<file path="src/rtl/bcd_scan_ctrl_if.sv">
// rtl/bcd_scan_ctrl_if.sv - load handshake and decoder-side display bus of bcd_scan_ctrl
interface bcd_scan_ctrl_if #(
  parameter int DIGITS = 4
);
  logic                  load_valid;
  logic                  load_ready;
  logic [4*DIGITS-1:0]   load_data;
  logic [3:0]            bcd_out;
  logic [DIGITS-1:0]     digit_sel;
  logic                  blank;
  logic                  frame_done;
  logic                  bad_digit;

  modport master (
    output load_valid, load_data,
    input  load_ready, bcd_out, digit_sel, blank, frame_done, bad_digit
  );

  modport slave (
    input  load_valid, load_data,
    output load_ready, bcd_out, digit_sel, blank, frame_done, bad_digit
  );
endinterface

</file>
<file path="src/rtl/bcd_scan_ctrl.sv">
// rtl/bcd_scan_ctrl.sv - time-multiplexed BCD digit scanner with one-entry pending buffer
// New words swap into the active frame only at frame boundaries so a frame is never torn.
module bcd_scan_ctrl #(
  parameter int DIGITS = 4,
  parameter int DWELL  = 4
) (
  input  logic          clk,
  input  logic          rst_n,
  bcd_scan_ctrl_if.slave bus
);
  localparam int IW = (DIGITS > 1) ? $clog2(DIGITS) : 1;
  localparam int DW = (DWELL > 1) ? $clog2(DWELL) : 1;
  localparam int W  = 4 * DIGITS;

  typedef enum logic {IDLE, SCAN} state_t;

  state_t            state_q, state_d;
  logic [W-1:0]      pending_q, pending_d;
  logic              pending_full_q, pending_full_d;
  logic [W-1:0]      active_q, active_d;
  logic [IW-1:0]     idx_q, idx_d;
  logic [DW-1:0]     dwell_q, dwell_d;
  logic [DIGITS-1:0] digit_sel_q, digit_sel_d;
  logic [3:0]        bcd_q, bcd_d;
  logic              blank_q, blank_d;
  logic              bad_q, bad_d;

  logic              last_dwell;
  logic              frame_end;
  logic              accept;
  logic              swap;
  logic [3:0]        code;

  always_comb begin
    last_dwell = (dwell_q == DW'(DWELL - 1));
    frame_end  = (state_q == SCAN) && (idx_q == IW'(DIGITS - 1)) && last_dwell;
    accept     = bus.load_valid && !pending_full_q;
    // accept needs an empty buffer and swap a full one, so they never coincide
    swap       = pending_full_q && ((state_q == IDLE) || frame_end);

    pending_d      = pending_q;
    pending_full_d = pending_full_q;
    active_d       = active_q;
    state_d        = state_q;
    idx_d          = idx_q;
    dwell_d        = dwell_q;

    if (accept) begin
      pending_d      = bus.load_data;
      pending_full_d = 1'b1;
    end else if (swap) begin
      pending_full_d = 1'b0;
    end

    if (swap) begin
      active_d = pending_q;
    end

    case (state_q)
      IDLE: begin
        if (pending_full_q) begin
          state_d = SCAN;
          idx_d   = '0;
          dwell_d = '0;
        end
      end
      SCAN: begin
        if (last_dwell) begin
          dwell_d = '0;
          idx_d   = (idx_q == IW'(DIGITS - 1)) ? '0 : idx_q + 1'b1;
        end else begin
          dwell_d = dwell_q + 1'b1;
        end
      end
      default: state_d = IDLE;
    endcase

    // outputs are registered from next-state values so they line up with idx/dwell
    code        = 4'(active_d >> {idx_d, 2'b00});
    digit_sel_d = '0;
    bcd_d       = 4'd0;
    blank_d     = 1'b1;
    bad_d       = bad_q;
    if (state_d == SCAN) begin
      digit_sel_d = DIGITS'(1) << idx_d;
      if (code <= 4'd9) begin
        bcd_d   = code;
        blank_d = 1'b0;
      end else begin
        bad_d = 1'b1;
      end
    end
  end

  always_ff @(posedge clk) begin
    if (!rst_n) begin
      state_q        <= IDLE;
      pending_q      <= '0;
      pending_full_q <= 1'b0;
      active_q       <= '0;
      idx_q          <= '0;
      dwell_q        <= '0;
      digit_sel_q    <= '0;
      bcd_q          <= 4'd0;
      blank_q        <= 1'b1;
      bad_q          <= 1'b0;
    end else begin
      state_q        <= state_d;
      pending_q      <= pending_d;
      pending_full_q <= pending_full_d;
      active_q       <= active_d;
      idx_q          <= idx_d;
      dwell_q        <= dwell_d;
      digit_sel_q    <= digit_sel_d;
      bcd_q          <= bcd_d;
      blank_q        <= blank_d;
      bad_q          <= bad_d;
    end
  end

  assign bus.load_ready = !pending_full_q;
  assign bus.frame_done = frame_end;
  assign bus.digit_sel  = digit_sel_q;
  assign bus.bcd_out    = bcd_q;
  assign bus.blank      = blank_q;
  assign bus.bad_digit  = bad_q;
endmodule

</file>
<file path="src/flat_wrapper.sv">
// flat-port wrapper written by rule: the top's interface ports become plain ports
module bcd_scan_ctrl_flat 
#(
  parameter int DIGITS = 4,
  parameter int DWELL  = 4
)
  (clk, rst_n, bus_load_valid, bus_load_data, bus_load_ready, bus_bcd_out, bus_digit_sel, bus_blank, bus_frame_done, bus_bad_digit);
  bcd_scan_ctrl_if #(.DIGITS(DIGITS)) bus_i ();
  input  logic clk;
  input  logic rst_n;
  input wire logic [$bits(bus_i.load_valid)-1:0] bus_load_valid;
  input wire logic [$bits(bus_i.load_data)-1:0] bus_load_data;
  output wire logic [$bits(bus_i.load_ready)-1:0] bus_load_ready;
  output wire logic [$bits(bus_i.bcd_out)-1:0] bus_bcd_out;
  output wire logic [$bits(bus_i.digit_sel)-1:0] bus_digit_sel;
  output wire logic [$bits(bus_i.blank)-1:0] bus_blank;
  output wire logic [$bits(bus_i.frame_done)-1:0] bus_frame_done;
  output wire logic [$bits(bus_i.bad_digit)-1:0] bus_bad_digit;
  assign bus_i.load_valid = bus_load_valid;
  assign bus_i.load_data = bus_load_data;
  assign bus_load_ready = bus_i.load_ready;
  assign bus_bcd_out = bus_i.bcd_out;
  assign bus_digit_sel = bus_i.digit_sel;
  assign bus_blank = bus_i.blank;
  assign bus_frame_done = bus_i.frame_done;
  assign bus_bad_digit = bus_i.bad_digit;
  bcd_scan_ctrl #(.DIGITS(DIGITS), .DWELL(DWELL)) u_core (.clk(clk), .rst_n(rst_n), .bus(bus_i));
endmodule
</file>
<file path="config.mk">
export PLATFORM = sky130hd
export DESIGN_NAME = bcd_scan_ctrl_flat
export DESIGN_NICKNAME = d
export VERILOG_FILES = /design/src/rtl/bcd_scan_ctrl_if.sv /design/src/rtl/bcd_scan_ctrl.sv /design/src/flat_wrapper.sv
export SDC_FILE = /design/constraint.sdc
export NUM_CORES = 1
export LEC_CHECK = 0
export ABC_AREA = 1
export ABC_CLOCK_PERIOD_IN_PS = 1450
export CAP_MARGIN = 30
export CORE_MARGIN = 2
export CORE_UTILIZATION = 42
export DETAILED_ROUTE_END_ITERATION = 7
export GPL_ROUTABILITY_DRIVEN = 0
export PLACE_DENSITY_LB_ADDON = 0.25
export SETUP_SLACK_MARGIN = 0.05
export SYNTH_ARGS = -nofsm -noshare
export SYNTH_HDL_FRONTEND = slang
export SYNTH_SLANG_ARGS = --single-unit
</file>
<file path="constraint.sdc">
create_clock -name clk -period 1.45 [get_ports clk]
set_input_delay 0.435 -clock clk [delete_from_list [all_inputs] [get_ports clk]]
set_output_delay 0.435 -clock clk [all_outputs]
set_load 0.01 [all_outputs]
</file>
==> results of run 1 <==
## critical path: cells and delay by family, from the launching register on
kind / cells / cell delay, ps
buf+inv: 3 / 290
fa+ha+maj: 1 / 170
flops: 1 / 360
simple gates: 1 / 100
## power groups by stage
stage,combinational (mW),clock [mW],sequential (mW)
final,0.603,1.16,1.44
after global routing,0.666,1.23,1.45
after CTS,0.549,1.17,1.44
after detailed placement,0.511,0,1.47
after global placement,0.502,0,1.47
after floorplan,0.251,0,1.46
## metal layers
metal / track usage, % / wire length, um
met1: 25.3 / 2320
met2: 33.0 / 2470
met3: 3.66 / 211
met4: 4.96 / 39
met5: 0 / 0
## flip-flops by register name, indices dropped and copies added, names as in the netlist
name	cells
u_core.bus.bad_digit	1
u_core.bus.digit_sel	4
u_core.idx_q	2
u_core.bus.blank	1
u_core.bus.bcd_out	4
u_core.dwell_q	2
u_core.pending_q	16
u_core.pending_full_q	1
u_core.state_q	1
u_core.active_q	16
## area by class of cell
class	count	share of cell area (%)
Clock inverter	3	2.05
Multi-Input combinational cell	178	34.4
Timing Repair Buffer	94	26.0
Inverter	33	3.98
Tap cell	67	2.49
Sequential cell	48	29.0
Clock buffer	5	2.05
## cells in the mapped netlist
master / n / area (um^2)
o21ai_0: 19 / 95.1
or2_0: 2 / 12.5
nand4_1: 1 / 6.26
nor2_1: 47 / 176
or2_2: 1 / 6.26
o211ai_1: 4 / 30.0
nand3b_1: 2 / 15.0
o21ai_1: 6 / 30.0
nand2_4: 4 / 45.0
nand3_1: 21 / 105
a21oi_1: 8 / 40.0
inv_1: 30 / 113
nand3_2: 6 / 60.1
clkbuf_1: 7 / 26.3
nor3_1: 1 / 5.00
nand2_1: 41 / 154
a21oi_4: 1 / 16.3
dfxtp_1: 48 / 961
or2_1: 1 / 6.26
buf_6: 5 / 56.3
inv_4: 1 / 6.26
nand2_2: 5 / 31.3
inv_2: 2 / 7.51
ha_1: 2 / 25.0
o31ai_2: 1 / 12.5
buf_2: 1 / 5.00
a211oi_1: 1 / 7.51
nor2_2: 3 / 18.8
nor2_4: 1 / 11.3
## stage by stage
stage / power (mW) / hold slack [ps] / setup TNS [ps] / instances
after floorplan: 1.71 / 430 / -279 / 272
after global placement: 1.97 / 431 / -3270 / 410
after detailed placement: 1.98 / 435 / -4070 / 410
after CTS: 3.16 / 446 / -1090 / 425
after global routing: 3.34 / 463 / -2330 / 428
final: 3.20 / 442 / -1210 / 428
## cell families after synthesis
logic type,count (synthesis),share of synthesized area [%]
AND/OR/NAND/NOR,136,31.3
flip-flops,48,46.1
buffers and inverters,46,10.3
AO/OA/AOI/OAI,40,11.1
adder cells (fa/ha/maj),2,1.20
## worst max path at each step
stage | start | end | depth (start not counted)
floorplan | u_core.dwell_q[1] | u_core.bus.bcd_out[3] | 14
global placement | u_core.dwell_q[1] | u_core.bus.bcd_out[3] | 13
detailed placement | u_core.dwell_q[1] | u_core.bus.bcd_out[3] | 12
CTS | u_core.idx_q[1] | u_core.bus.bcd_out[3] | 13
global route | u_core.dwell_q[0] | u_core.bus.bcd_out[0] | 13
finish | u_core.dwell_q[0] | bus_frame_done | 5
## what timing repair did
item	CTS	global route
endpoints found under the setup margin	27	30
pin swaps	9	5
gates resized for setup	52	38
hold buffers	0	0
setup buffers	7	4
cloned	0	1
==> summary.txt, run 1 <==
Logic synthesis
  • Distinct cells, synth: 29
  • Syn nets: approximately 290
  • Number of synthesized register bits: 48
  • Post-synthesis sequential area ratio: a little under half
  • Syn Inst Count: 272
  • Ys Warns: 0
  • Mapped Avg Cell Area: 7.66 um^2
  • Mapped cell area: between 2000 and 2500 um^2

Critical path
  • CP max FO: 5
  • CP arrival: 1230 ps
  • Crit-path cells: ha_4 > nand3_4 > buf_4 > inv_2 > buf_6
  • Worst path required time: 1020 ps
  • R2r startpoint: u_core.dwell_q[0]
  • Crit path kind: reg -> out
  • Reg2Reg Capture Point: u_core.bus.bcd_out[3]
  • Max incr delay on CP: approximately 360 ps
  • Worst setup EP type: primary output
  • Length in cells of the worst reg-to-reg path: 13
  • R2r setup slk: -180 ps
  • Slowest CP cell: dfxtp_2
  • CP startpoint kind: flop

CTS
  • CTS sink cnt: 48
  • CTS Buf Count: 5
  • Root buffer cell: clkbuf_8
  • Htree depth: 2
  • CTS tree: done
  • Clock-pin transition on the worst setup and hold timing paths: 80 ps
  • CTS max path bufs: 2
  • Clock Latency Late Sink: 310 ps

GRT
  • Initial antenna violation count: 0
  • GRT Overall Usage: 19.4%
  • First-pass GRT wire length: 8400 um
  • Largest net degree at the start of global routing: 20
  • Overflow after GRT: 0
  • Number of global-route vias before repair: 1874

Timing
  • Clock skew: around 12 ps
  • Relative slew slack: 76.9%
  • Tmin final: around 1700 ps
  • Worst Max-Slew Pin Slew: 347 ps
  • Setup violations, final: 8
  • RSZ-0062 raised after global routing: yes
  • Final Cycle Share: 114%
  • Post-route setup slack: -210 ps
  • Pins Over Slew Limit: 0
  • Fmax achieved: 0.602 GHz
  • Final hold violations: 0

Outcome
  • Failing checks: setup timing
  • Status: finished, violations left

Placed design
  • Place WS: -240 ps
  • PortBufs: 30
  • Placed instance area: 2910 um^2
  • Final HPWL DP: ~3500 um

Power
  • Pint: 2.40 mW
  • P per Cell Area: between 900 and 1000 nW/um^2
  • Switching part of the total: around a quarter
  • Comb pwr share: 18.8%
  • Sequential Power Share: 45.0%
  • Clock share of power: 36.1%
  • Switching pwr: 798 uW
  • Worst VDD drop: 0.575 mV
  • Leak Pwr: between 1 and 1.5 nW

Floorplan
  • Chip width: 74.5 um
  • Initial core utilization: a little over two fifths
  • Core area: between 4000 and 5000 um^2
  • Overall die height: 74.5 um
  • Row count: 25
  • I/O pin count: 31
  • Die area: 5540 um^2

Worst hold path
  • HP Class: reg -> reg
  • Hold depth: 2
  • Worst Hold End: u_core.bus.bad_digit
  • Beginning of the worst hold path: u_core.bus.bad_digit

Final layout
  • Share of cells above drive strength 1: between 40 and 50%
  • Area delta synth->final: 61.3%
  • Most frequent cells in the layout: buf_4 (52), dfxtp_1 (42), nor2_1 (36)
  • Commonest non-fill, non-tap cell in the layout: buf_4
  • Register area: 976 um^2
  • Number of diodes: 0
  • Core Util, Final: a little over 70%
  • Fillers: roughly 380
  • Area of the multi-input gates: 1160 um^2
  • Design Area, Final: 3360 um^2
  • Final net count: 381

Detailed routing
  • Initial DRC Count: 58
  • Via density: ~4.7
  • Via count: 1995
  • Drt wl/cell: 11.8 um
  • Pre-antenna DRT Iters: 4
  • Drc violations: 0
  • Final WL: 5040 um
  • Post-route ant nets: 0

Job
  • Maxcap violations: 0
(Power assumes the default switching activity.)
==> inputs of run 2 (changes only) <==
Settings changed: ABC_CLOCK_PERIOD_IN_PS 1450 to unset.
==> results of run 2 <==
Same layout as run 1: the final DEF is identical, and so are final timing and power.
==> inputs of run 3 (changes only) <==
Settings changed: GPL_ROUTABILITY_DRIVEN 0 to unset, RECOVER_POWER set to 25.
==> results of run 3 <==
Same layout as run 1: the final DEF is identical, and so are final timing and power.
==> variant: new RTL, settings of run 3 <==
`DIGITS` is set to 4 in 3 places; all go to 8.
--- a/src/rtl/bcd_scan_ctrl_if.sv
+++ b/src/rtl/bcd_scan_ctrl_if.sv
@@ -1,6 +1,6 @@
 // rtl/bcd_scan_ctrl_if.sv - load handshake and decoder-side display bus of bcd_scan_ctrl
 interface bcd_scan_ctrl_if #(
-  parameter int DIGITS = 4
+  parameter int DIGITS = 8
 );
   logic                  load_valid;
   logic                  load_ready;
--- a/src/rtl/bcd_scan_ctrl.sv
+++ b/src/rtl/bcd_scan_ctrl.sv
@@ -1,7 +1,7 @@
 // rtl/bcd_scan_ctrl.sv - time-multiplexed BCD digit scanner with one-entry pending buffer
 // New words swap into the active frame only at frame boundaries so a frame is never torn.
 module bcd_scan_ctrl #(
-  parameter int DIGITS = 4,
+  parameter int DIGITS = 8,
   parameter int DWELL  = 4
 ) (
   input  logic          clk,
--- a/src/flat_wrapper.sv
+++ b/src/flat_wrapper.sv
@@ -1,7 +1,7 @@
 // flat-port wrapper written by rule: the top's interface ports become plain ports
 module bcd_scan_ctrl_flat 
 #(
-  parameter int DIGITS = 4,
+  parameter int DIGITS = 8,
   parameter int DWELL  = 4
 )
   (clk, rst_n, bus_load_valid, bus_load_data, bus_load_ready, bus_bcd_out, bus_digit_sel, bus_blank, bus_frame_done, bus_bad_digit);
Interface: changed (resized bus_digit_sel and bus_load_data); port bits go from 31 to 51. No check against the original RTL was run, so the function may have changed too.
==> variant against run 3 <==
Area after synthesis is 64% higher; design area is 52% higher; worst setup slack got worse by 0.31 ns; sequential cell count grew 37; largest power group unchanged; clock power increased by 53%; the flow still finishes with violations (setup timing); power increased by 64%; global-route usage rose by 1.6 points; clock skew fell by 0.00099 ns; via count rose by 65%; die area up 61%; wire length grew 77%; highest routed layer unchanged; count of clock-buffer cells in the layout is 4 higher; critical endpoint unchanged.
==> variant: results <==
grt:
  grt_max_degree: 35
  grt_pass1_vias: 3218
  grt_usage_pct: 21.0
  grt_pass1_wl_mm: 14.6
setup_path:
  r2r-end: "u_core.bus.bcd_out[0]$_SDFF_PN0_"
  start_kind: "flip-flop"
  rr_startpoint: "u_core.idx_q[1]$_SDFF_PN0_"
  regToRegSetupSlack_ns: -0.50
  slowest_stage: "dfxtp_2"
  critPathTopFamily: "buffers and inverters"
  crit_fanout: 3
  endpoint: "bus_frame_done"
timing:
  worst_slack_ns: -0.520
  worst_slew_pin_slew_ns: 0.394
  whs_ns: 0.459
  setup_violations: 35
  worst_clock_skew_ns: 0.0109
placed_design:
  place_hpwl_mm: 6.06
  portBuffers: 50
  gp_congestion: 0.872
  dp.cells: 667
  place_area_mm2: 0.00450
min_path:
  hold_path.class: "reg2reg"
  hp-start: "u_core.pending_q[10]$_SDFFE_PN0P_"
  whs_endpoint: "u_core.pending_q[10]$_SDFFE_PN0P_"
logic_synthesis:
  ys_types: 25
  synthArstFlopShare_pct: 0
  seq_area_frac_synth_pct: 49.7
  yosys-mux-area-fraction_pct: 1.46
  synthesis.instances: 469
  syn_nets: 507
  synth_compound_area_share_pct: 10.4
  synth-adder-area-share_pct: 1.10
  ys_top_cells_by_count: "nor2_1, nand2_1, dfxtp_1"
  synthTopCellsByArea: "dfxtp_1, nor2_1, nand2_1"
finish:
  final_layout_size_suffix_gt1_share_pct: 29.3
  num-fill-cells: 672
  diodes: 0
  nets: 621
  final_cell_count_no_fill: 690
detailed_routing:
  vias: 3298
  drt_iter0_markers: 148
  wl_per_cell_um: 13.0
  drt_first_pass_iters: 4
clock_network:
  cts_max_level: 3
  post_cts_buffers: 5
  clkSlewWorstSetupHoldPaths_ns: 0.10
  cts_buffers: 9
  tritoncts: "yes"
  insertion_delay_ns: 0.37
  cts.repair.resized: 84
pwr:
  vdd.ir_drop.worst_uv: 530
  seqPwrFrac_pct: 48.7
  p_int_w: 0.00375
  p_comb_share_pct: 17.6
  p_leak_nw: 2.33
status:
  violations: "setup timing"
  status: "finished with violations"
variant: metrics by stage:
step	TNS [ns]	utilization (%)	power [W]	worst slack, ns
CTS	-5.52	63.1	0.00518	-0.442
floorplan	-1.92	-	0.00303	-0.260
global placement	-14.33	57.6	0.00334	-0.479
finish	-6.23	65.6	0.00525	-0.520
detailed placement	-17.06	57.6	0.00337	-0.518
global route	-8.63	65.6	0.00548	-0.630
variant: area by class of cell:
| cell class | instances | area share [%] |
|---|---|---|
| Tap cell | 102 | 2.49 |
| Sequential cell | 85 | 33.4 |
| Timing Repair Buffer | 122 | 22.5 |
| Inverter | 45 | 3.49 |
| Clock buffer | 9 | 2.42 |
| Clock inverter | 7 | 1.61 |
| Multi-Input combinational cell | 320 | 34.2 |
variant: per-layer routing:
layer / part of all wire [%] / GRT usage (%) / up-vias
met3: 2.9 / 4.07 / 21
met5: 0 / 0 / -
met1: 44 / 25.6 / 1532
met2: 50 / 35.7 / 47
met4: 2.9 / 10.0 / 0
li1: - / - / 1698
